[config.mk]
export PLATFORM = sky130hd
export DESIGN_NAME = fifo_rd_ctrl
export DESIGN_NICKNAME = d
export VERILOG_FILES = /design/src/rtl/fifo_pkg.sv /design/src/rtl/fifo_rd_obuf.sv /design/src/rtl/fifo_rd_ctrl.sv
export SDC_FILE = /design/constraint.sdc
export NUM_CORES = 1
export LEC_CHECK = 0
export BUFFER_PORTS_ARGS = -buffer_cell sky130_fd_sc_hd__buf_2
export CAP_MARGIN = 25
export CORE_UTILIZATION = 35
export CTS_BUF_LIST = sky130_fd_sc_hd__clkbuf_8
export DETAILED_ROUTE_END_ITERATION = 12
export REMOVE_ABC_BUFFERS = 1
export SLEW_MARGIN = 20
export SYNTH_ARGS = -nofsm -noshare
export SYNTH_HDL_FRONTEND = slang
export SYNTH_SLANG_ARGS = --single-unit
[constraint.sdc]
create_clock -name rclk -period 2.3 [get_ports rclk]
set_input_delay 0.23 -clock rclk [delete_from_list [all_inputs] [get_ports rclk]]
set_output_delay 0.23 -clock rclk [all_outputs]
set_load 0.02 [all_outputs]
[src/rtl/fifo_pkg.sv]
// Shared types and pointer-coding helpers for the async FIFO pointer logic.
// Latency: n/a (package only, no state).
// Backpressure: n/a.
package fifo_pkg;

  localparam int DEF_DATA_WIDTH = 8;
  localparam int DEF_ADDR_WIDTH = 4;

  // Helpers work on a fixed maximum width; callers widen their pointer with a
  // size cast on the way in and narrow the result on the way out. Zero
  // extension is harmless for both directions of gray coding.
  localparam int GRAY_MAX_W = 32;

  typedef logic [GRAY_MAX_W-1:0] gvec_t;
  typedef logic [1:0]            occ_t;

  function automatic gvec_t bin2gray(input gvec_t b);
    return b ^ (b >> 1);
  endfunction

  function automatic gvec_t gray2bin(input gvec_t g);
    gvec_t b;
    b[GRAY_MAX_W-1] = g[GRAY_MAX_W-1];
    for (int i = GRAY_MAX_W-2; i >= 0; i--) begin
      b[i] = b[i+1] ^ g[i];
    end
    return b;
  endfunction

endpackage

[src/rtl/fifo_rd_obuf.sv]
// 2-entry output buffer absorbing the 1-cycle memory read latency.
// Latency: a pushed word reaches the head (out_data/out_valid) the next cycle when empty.
// Backpressure: holds words while out_ready=0; caller guarantees occ+inflight never exceeds 2.
//
// Ports:
//   rclk, rrst        clock, synchronous active-high reset
//   push, push_data   word arriving from memory this cycle
//   out_data/out_valid/out_ready  head word stream
//   pop               head word accepted this cycle (out_valid & out_ready)
//   occ               number of buffered words (0..2)
module fifo_rd_obuf
  import fifo_pkg::*;
#(
  parameter int DATA_WIDTH = DEF_DATA_WIDTH
) (
  input  logic                  rclk,
  input  logic                  rrst,
  input  logic                  push,
  input  logic [DATA_WIDTH-1:0] push_data,
  input  logic                  out_ready,
  output logic [DATA_WIDTH-1:0] out_data,
  output logic                  out_valid,
  output logic                  pop,
  output occ_t                  occ
);

  logic [DATA_WIDTH-1:0] d0;  // head
  logic [DATA_WIDTH-1:0] d1;  // second entry
  occ_t                  occ_q;

  assign out_valid = (occ_q != 2'd0);
  assign pop       = out_valid & out_ready;
  assign out_data  = d0;
  assign occ       = occ_q;

  always_ff @(posedge rclk) begin
    if (rrst) begin
      occ_q <= 2'd0;
      d0    <= '0;
      d1    <= '0;
    end else begin
      case ({push, pop})
        2'b10: begin
          if (occ_q == 2'd0) d0 <= push_data;
          else               d1 <= push_data;
          occ_q <= occ_q + 2'd1;
        end
        2'b01: begin
          d0    <= d1;
          occ_q <= occ_q - 2'd1;
        end
        2'b11: begin
          // Arrival lands behind whatever is left after the pop.
          if (occ_q == 2'd2) begin
            d0 <= d1;
            d1 <= push_data;
          end else begin
            d0 <= push_data;
          end
        end
        default: ;
      endcase
    end
  end

endmodule

[src/rtl/fifo_rd_ctrl.sv]
// Read-side controller of the async FIFO: read pointer, empty flag, memory fetch, output stream.
// Latency: rempty falls at N, fetch at N, out_valid at N+2; 1 word/cycle sustained.
// Backpressure: out_ready=0 stops fetching once buffered+in-flight words reach 2; nothing lost.
//
// Ports:
//   rclk, rrst        clock, synchronous active-high reset
//   rq2_wptr          gray write pointer, already synchronized into rclk
//   rptr              registered gray read pointer toward the write domain
//   rempty            registered empty flag (also feeds the memory)
//   raddr, rclken     memory read address / read enable (combinational)
//   mem_rdata         memory data, valid the cycle after rclken
//   out_data/out_valid/out_ready  output word stream
//   rlevel            only with FIFO_RD_LEVEL_EN: words visible to the read side, not
//                     counting buffered words (registered, conservative)
module fifo_rd_ctrl
  import fifo_pkg::*;
#(
  parameter int DATA_WIDTH = DEF_DATA_WIDTH,
  parameter int ADDR_WIDTH = DEF_ADDR_WIDTH
) (
  input  logic                  rclk,
  input  logic                  rrst,
  input  logic [ADDR_WIDTH:0]   rq2_wptr,
  output logic [ADDR_WIDTH:0]   rptr,
  output logic                  rempty,
  output logic [ADDR_WIDTH-1:0] raddr,
  output logic                  rclken,
  input  logic [DATA_WIDTH-1:0] mem_rdata,
  output logic [DATA_WIDTH-1:0] out_data,
  output logic                  out_valid,
  input  logic                  out_ready
`ifdef FIFO_RD_LEVEL_EN
  ,
  output logic [ADDR_WIDTH:0]   rlevel
`endif
);

  localparam int PTR_W = ADDR_WIDTH + 1;

  logic [ADDR_WIDTH:0] rbin;
  logic [ADDR_WIDTH:0] rbin_next;
  logic [ADDR_WIDTH:0] rgray_next;
  logic                inflight;
  logic                fetch;
  logic                pop;
  occ_t                occ;
  occ_t                pending;

  // Words already committed to the buffer: stored plus one in flight from memory.
  assign pending = occ + {1'b0, inflight};

  // A pop in the same cycle frees a slot, so fetching at pending=2 stays safe.
  assign fetch  = !rrst && !rempty && ((pending < 2'd2) || pop);
  assign rclken = fetch;
  assign raddr  = rbin[ADDR_WIDTH-1:0];

  always_comb begin
    rbin_next  = rbin + {{ADDR_WIDTH{1'b0}}, fetch};
    rgray_next = PTR_W'(bin2gray(GRAY_MAX_W'(rbin_next)));
  end

  always_ff @(posedge rclk) begin
    if (rrst) begin
      rbin     <= '0;
      rptr     <= '0;
      rempty   <= 1'b1;
      inflight <= 1'b0;
    end else begin
      rbin     <= rbin_next;
      rptr     <= rgray_next;
      rempty   <= (rgray_next == rq2_wptr);
      inflight <= fetch;
    end
  end

`ifdef FIFO_RD_LEVEL_EN
  always_ff @(posedge rclk) begin
    if (rrst) rlevel <= '0;
    else      rlevel <= PTR_W'(gray2bin(GRAY_MAX_W'(rq2_wptr))) - rbin;
  end
`endif

  // The in-flight flag is cleared by reset, so a stale word returned by the
  // memory right after reset is never pushed.
  fifo_rd_obuf #(
    .DATA_WIDTH (DATA_WIDTH)
  ) u_obuf (
    .rclk      (rclk),
    .rrst      (rrst),
    .push      (inflight),
    .push_data (mem_rdata),
    .out_ready (out_ready),
    .out_data  (out_data),
    .out_valid (out_valid),
    .pop       (pop),
    .occ       (occ)
  );

endmodule

==> metrics, run 1 <==
status finished, final reports clean; RSZ-0062 raised after global routing true; routed via count 1130; layout cells sized above 1 0.3743; Total Power 1949 µW; Multi-input gate area 755.7 µm²; Finish-stage setup viols 0; FILL cells 360; Max Clock Freq 437.8 MHz; Post-DP HPWL 1982 µm; drt first pass iters 4; vias in the first global route 1077; Buffers on Ports 35; Wirelength per Cell 12.51 µm; synth warn 0; initial core utilization 0.3633; WP data arrival 2460 ps; sequential cell area fraction in the yosys report 0.4365; total track usage 0.1584; Syn Area/Cell 9.780 µm²; Tmin final 2284 ps; Mapped Area 1330 µm²; final hold slack 210.1 ps; Worst Hold Class in -> reg; first-pass GRT wire length 4843 µm; most frequent cells in the layout buf_2, nor2_1, dfxtp_1, buf_4, mux2i_1; Max Cap Viol 0; crit end category flop; CP max stage delay 390 ps; crit path max fanout 2; final hold violation count 0; I/O pin count 36; die width 63.65 µm; Critical R2R Launch u_obuf.occ[0]$_SDFFE_PP0P_; cell taking the most area after synthesis dfxtp_1; largest net degree at the start of global routing 30; die area 4051 µm²; Hold Path Stages 3; pwr dens 1076 nW/µm²; Synth top area share 0.4365; TritonCTS clock tree built; Setup Crit Path Kind reg -> reg; peak supply drop 0.4522 mV; initial antenna violation count 0; worst skew pair latency 280 ps; Leak 0.0008268 µW; core area 3661 µm²; leading cell type in the layout, fill and taps excluded buf_2; Clock Pin Slew Worst Setup and Hold Paths 70 ps; post-synthesis cell count 136; hold path start mem_rdata[2]; Setup WS post-layout 15.73 ps; antenna viol nets, final 0; WP data required 2480 ps; cell area after layout 1810 µm²; Nets 207; Max-slew headroom 0.5999; R2R cell count 10; Reg2Reg Setup Slack 20 ps; Setup crit start kind flop; Clock Tree Root clkbuf_8; synth unique cells 29; Clock Path Buffers 2; row cnt 22; largest cells by area after synthesis dfxtp_1, nor2_1, mux2i_1; Area Growth Syn to Fin 36.12%; hold endpoint u_obuf.d1[2]$_SDFFE_PP0P_; die span in y 63.65 µm; Residual DRC 0; Slowest-stage cell, CP xnor3_2; Antenna diodes 0; global route overflow 0; critical path cell sequence nand2_2, xor2_2, nor2_2, nor3_2, ha_2, ha_4, xnor3_2, xnor2_2, or2_1, o41ai_2; # hold bufs at CTS 0; Final Wtd Congestion 0.7388; final WL 2941 µm; Synth Register Bits 29; detailed-route vias per instance 4.809; Inserted Clock Buffers 5; Clock Sinks 29; Placed Area 1602 µm²; Final Slew Violations 0; H-tree Lvls 2; Crit Reg-Reg Endpoint rempty$_SDFF_PP1_; skew final 10.81 ps; Slew @ Worst Pin 600.2 ps; pre-CTS WS -59.05 ps; Tcrit/Tclk final 0.9932; FF/Latch Area 583.1 µm²; 1st-iter DRT viols 38
## cell type report
cell class / count / area share
multi-input cells: 97 / 0.4174
inverters: 4 / 0.008293
flip-flops and latches: 29 / 0.3220
well taps: 48 / 0.03317
clock inverters: 2 / 0.01866
clock buffers: 6 / 0.04561
repair buffers: 49 / 0.1548
## worst max-delay path by stage
stage,startpoint,to,slack [ps],cells after the start
finish,u_obuf.occ[0]$_SDFFE_PP0P_,rempty$_SDFF_PP1_,20,10
global route,u_obuf.occ[0]$_SDFFE_PP0P_,rempty$_SDFF_PP1_,-120,10
CTS,u_obuf.occ[0]$_SDFFE_PP0P_,rempty$_SDFF_PP1_,10,10
detailed placement,u_obuf.occ[0]$_SDFFE_PP0P_,rempty$_SDFF_PP1_,-60,10
global placement,inflight$_SDFF_PP0_,rempty$_SDFF_PP1_,50,10
floorplan,u_obuf.occ[0]$_SDFFE_PP0P_,rempty$_SDFF_PP1_,-590,10
## flip-flops by register name, summed over array words and instances (netlist names)
name / count
inflight: 1
rbin: 4
rempty: 1
rptr: 5
u_obuf.d1: 8
u_obuf.occ: 2
u_obuf.out_data: 8
## per-layer routing
metal / part of all wire / routed length, µm / global-route usage
met1: 0.47 / 1384 / 0.1982
met2: 0.49 / 1431 / 0.2447
met3: 0.031 / 90 / 0.04891
met4: 0.012 / 35 / 0.07670
met5: 0 / 0 / 0
## where the power goes
part | switching (µW) | total (µW) | internal [µW]
clock | 184 | 532 | 348
sequential | 51.7 | 657 | 605
combinational | 451 | 760 | 308
## synthesized netlist by cell type, drive strengths merged
cell type  count
a211oi         1
a21boi         1
a21o           2
a21oi          2
a221oi         7
a22oi          1
a311oi         1
and2           1
buf            2
clkbuf         4
dfxtp         29
ha             5
inv            4
mux2i          9
nand2          1
nand3          2
nor2          28
nor2b          4
nor3           9
o21a           1
o21ai          2
o41ai          1
or2            1
or3            1
xnor2          9
xnor3          1
xor2           6
xor3           1
## cell families after synthesis
logic type	count (synthesis)	share of synthesized area
xor+xnor	17	0.1345
fa+ha+maj	5	0.04704
buf+inv	10	0.03480
simple gates	47	0.1562
flops	29	0.4365
compound gates	19	0.1232
mux	9	0.06774
## repair_timing
item / in CTS / in global routing
endpoints found under the setup margin: 1 / 1
pin swaps: 1 / 8
gates resized for setup: 3 / 10
buffers inserted: 3 / 2
## critical path: cells and delay by family (launching register included)
| family | cells | cell delay [ps] |
|---|---|---|
| simple gates | 4 | 530 |
| xor+xnor | 3 | 680 |
| flops | 1 | 320 |
| fa+ha+maj | 2 | 450 |
| compound gates | 1 | 190 |
## stage by stage
stage / util / setup TNS [ps] / cells
2_1_floorplan: - / -1009 / 130
3_3_place_gp: 0.4375 / 0 / 222
3_5_place_dp: 0.4375 / -59.05 / 222
4_1_cts: 0.4802 / 0 / 233
5_1_grt: 0.4945 / -122.8 / 235
6_report: 0.4945 / 0 / 235
Note: power is estimated with default switching activity, not from simulation.
==> run 2: changes to the inputs <==
--- a/config.mk
+++ b/config.mk
@@ -7,11 +7,11 @@
 export LEC_CHECK = 0
 export BUFFER_PORTS_ARGS = -buffer_cell sky130_fd_sc_hd__buf_2
 export CAP_MARGIN = 25
-export CORE_UTILIZATION = 35
+export CORE_UTILIZATION = 48
 export CTS_BUF_LIST = sky130_fd_sc_hd__clkbuf_8
 export DETAILED_ROUTE_END_ITERATION = 12
+export PLACE_DENSITY = 0.77
 export REMOVE_ABC_BUFFERS = 1
-export SLEW_MARGIN = 20
 export SYNTH_ARGS = -nofsm -noshare
 export SYNTH_HDL_FRONTEND = slang
 export SYNTH_SLANG_ARGS = --single-unit
==> run 2 against run 1 <==
Against the previous run: the flow now finishes with violations (negative setup slack); clock skew is 3.9 ps lower; setup slack lost 77 ps; maximum frequency shrank 3.3%; sequential share of layout area shrank 0.15 points; register-to-register slack worse by 80 ps; first-iteration DRC count shrank 55%; clock power is essentially flat; combinational power about the same; sequential power barely moved; clock-buffer cell count shrank 1; worst hold slack worse by 15 ps; highest routed layer unchanged.
==> metrics, run 2 (synthesis gave the netlist of run 1 again) <==
status finished, violations left; failing checks negative setup slack; Flop pwr share 0.337 (about the same); Post-DP HPWL 2113 µm (+6.6%); critical path cell sequence nand2_2, xor2_1, nor2_1, nor3_2, ha_2, ha_4, xnor3_2, xnor2_1, or2_1, o41ai_2; die area 2986 µm² (-26%); Inserted Clock Buffers 5 (unchanged); pre-CTS WS -134.9 ps (-75.85 ps); Placed Area 1579 µm² (-1.4%); clock network power share 0.273 (about the same); global route overflow 0 (unchanged); leading cell type in the layout, fill and taps excluded buf_2; R2R cell count 10 (unchanged); Antenna diodes 0 (unchanged); Final Wtd Congestion 0.7550 (+2.2%); Critical R2R Launch u_obuf.occ[0]$_SDFFE_PP0P_; Max Cap Viol 0 (unchanged); Hold Path Stages 3 (unchanged); Setup crit start kind flop; Wirelength per Cell 15.02 µm (+20%); Clock Pin Slew Worst Setup and Hold Paths 70 ps (about the same); Finish-stage setup viols 1 (+1); Buffers on Ports 35 (unchanged); most frequent cells in the layout buf_2, nor2_1, dfxtp_1, buf_4; I/O pin count 36 (unchanged); Slowest-stage cell, CP xnor3_2; hold endpoint u_obuf.d1[1]$_SDFFE_PP0P_; Internal 1232 µW (-2.4%); Net Sw Power 719.2 µW (+4.7%); Worst Hold Class in -> reg; CP max stage delay 370 ps (-20 ps); final WL 3290 µm (+12%); Final Slew Violations 0 (unchanged); pwr dens 1072 nW/µm² (-0.36%); RSZ-0062 raised after global routing true; crit path max fanout 3 (+1); total track usage 0.2349 (+0.07644); first-pass GRT wire length 4767 µm (-1.6%); Reg2Reg Setup Slack -60 ps (-80 ps); WP data required 2490 ps (about the same); CP startpoint u_obuf.occ[0]$_SDFFE_PP0P_; core area 2545 µm² (-30%); Slew @ Worst Pin 600.1 ps (-0.05668 ps); final hold violation count 0 (unchanged); Total Power 1951 µW (+0.12%); cell area after layout 1819 µm² (+0.48%); Tcrit/Tclk final 1.027 (+0.03358); drt first pass iters 4 (unchanged); detailed-route vias per instance 5.479 (+14%); largest net degree at the start of global routing 30 (unchanged); Area Growth Syn to Fin 36.78%; 1st-iter DRT viols 17 (-55%); row cnt 18 (-18%); Max-slew headroom 0.5999 (about the same); final core occ 0.7148 (+0.2203); Clock Sinks 29 (unchanged); final hold slack 195.2 ps (-14.91 ps); routed via count 1200 (+6.2%); switching share of total power 0.3686 (+0.01613); worst skew pair latency 290 ps (about the same); die span in y 54.64 µm (-14%); H-tree Lvls 2 (unchanged); vias in the first global route 1034 (-4.0%); peak supply drop 0.8841 mV (+96%); Setup WS post-layout -61.49 ps (-77.23 ps); antenna viol nets, final 0 (unchanged); Tmin final 2361 ps (+77.23 ps); Max Clock Freq 423.5 MHz (-3.3%); Nets 209 (+0.97%); hold path start mem_rdata[1]; crit end category flop; Setup Crit Path Kind reg -> reg; TritonCTS clock tree built; Residual DRC 0 (unchanged); layout cells sized above 1 0.3810 (+0.006621); Logic pwr share 0.390 (about the same); skew final 6.958 ps (-3.852 ps); die width 54.64 µm (-14%); Crit Reg-Reg Endpoint rempty$_SDFF_PP1_; Clock Tree Root clkbuf_8; WP data arrival 2550 ps (+90 ps); Clock Path Buffers 2 (unchanged); Leak 0.0008226 µW (-0.52%); initial antenna violation count 0 (unchanged); initial core utilization 0.5226 (+0.1593)
==> run 2: changes by cell type in the layout (fill, tap and decap cells not counted), sizes merged <==
| cell | change |
|---|---|
| inv | -1 |
| clkinvlp | +1 |
| buf | +2 |
| clkbuf | -1 |
| clkinv | +1 |
==> run 2: per-layer routing <==
layer / vias up / global-route usage / part of all wire
met1: 587 / 0.2985 / 0.41
li1: 569 / - / -
met3: 8 / 0.08611 / 0.058
met5: - / 0 / 0
met4: 0 / 0.08120 / 0.019
met2: 36 / 0.3614 / 0.51
==> run 2: area by class of cell <==
class                      instances  area [µm²]
clock inverter                     3       46.29
fill                             191       725.7
sequential                        29       583.1
clock buffer                       5       68.82
timing repair buffer              51       299.0
tap                               30       37.54
multi-input combinational         97       769.5
inverter                           4       15.01
==> run 2: worst max-delay path by stage <==
stage,slack (ps),end,cells past startpoint
floorplan,-590,rempty$_SDFF_PP1_,10
global placement,60,rempty$_SDFF_PP1_,10
detailed placement,-130,rempty$_SDFF_PP1_,10
CTS,40,rempty$_SDFF_PP1_,10
global route,-140,rempty$_SDFF_PP1_,10
finish,-60,rempty$_SDFF_PP1_,10
==> run 2: worst max-delay path, delay by kind of cell (launching register included) <==
| family | cells | cell delay, ps |
|---|---|---|
| AO/OA/AOI/OAI | 1 | 190 |
| AND/OR/NAND/NOR | 4 | 590 |
| XOR/XNOR | 3 | 670 |
| flip-flops | 1 | 330 |
| adder cells (fa/ha/maj) | 2 | 470 |
==> run 2: through the flow <==
step,cells,setup TNS [ps]
final,219,-61.49
after global routing,219,-136.6
after CTS,214,0
after detailed placement,204,-134.9
after global placement,204,0
after floorplan,130,-1009
==> run 2: power groups by stage <==
| stage | combinational (µW) | clock [µW] | sequential [µW] |
|---|---|---|---|
| after global placement | 692 | 0 | 656 |
| after CTS | 736 | 539 | 653 |
| after floorplan | 383 | 0 | 760 |
| final | 761 | 532 | 658 |
| after global routing | 835 | 555 | 669 |
| after detailed placement | 711 | 0 | 660 |
==> run 2: what timing repair did <==
item | 4_1_cts | 5_1_grt
resized for setup | 4 | 11
buffers inserted | 2 | 6
hold buffers | 0 | 0
pin swaps | 1 | 10
hold endpoints to repair | 0 | 0
setup endpoints to repair | 1 | 1
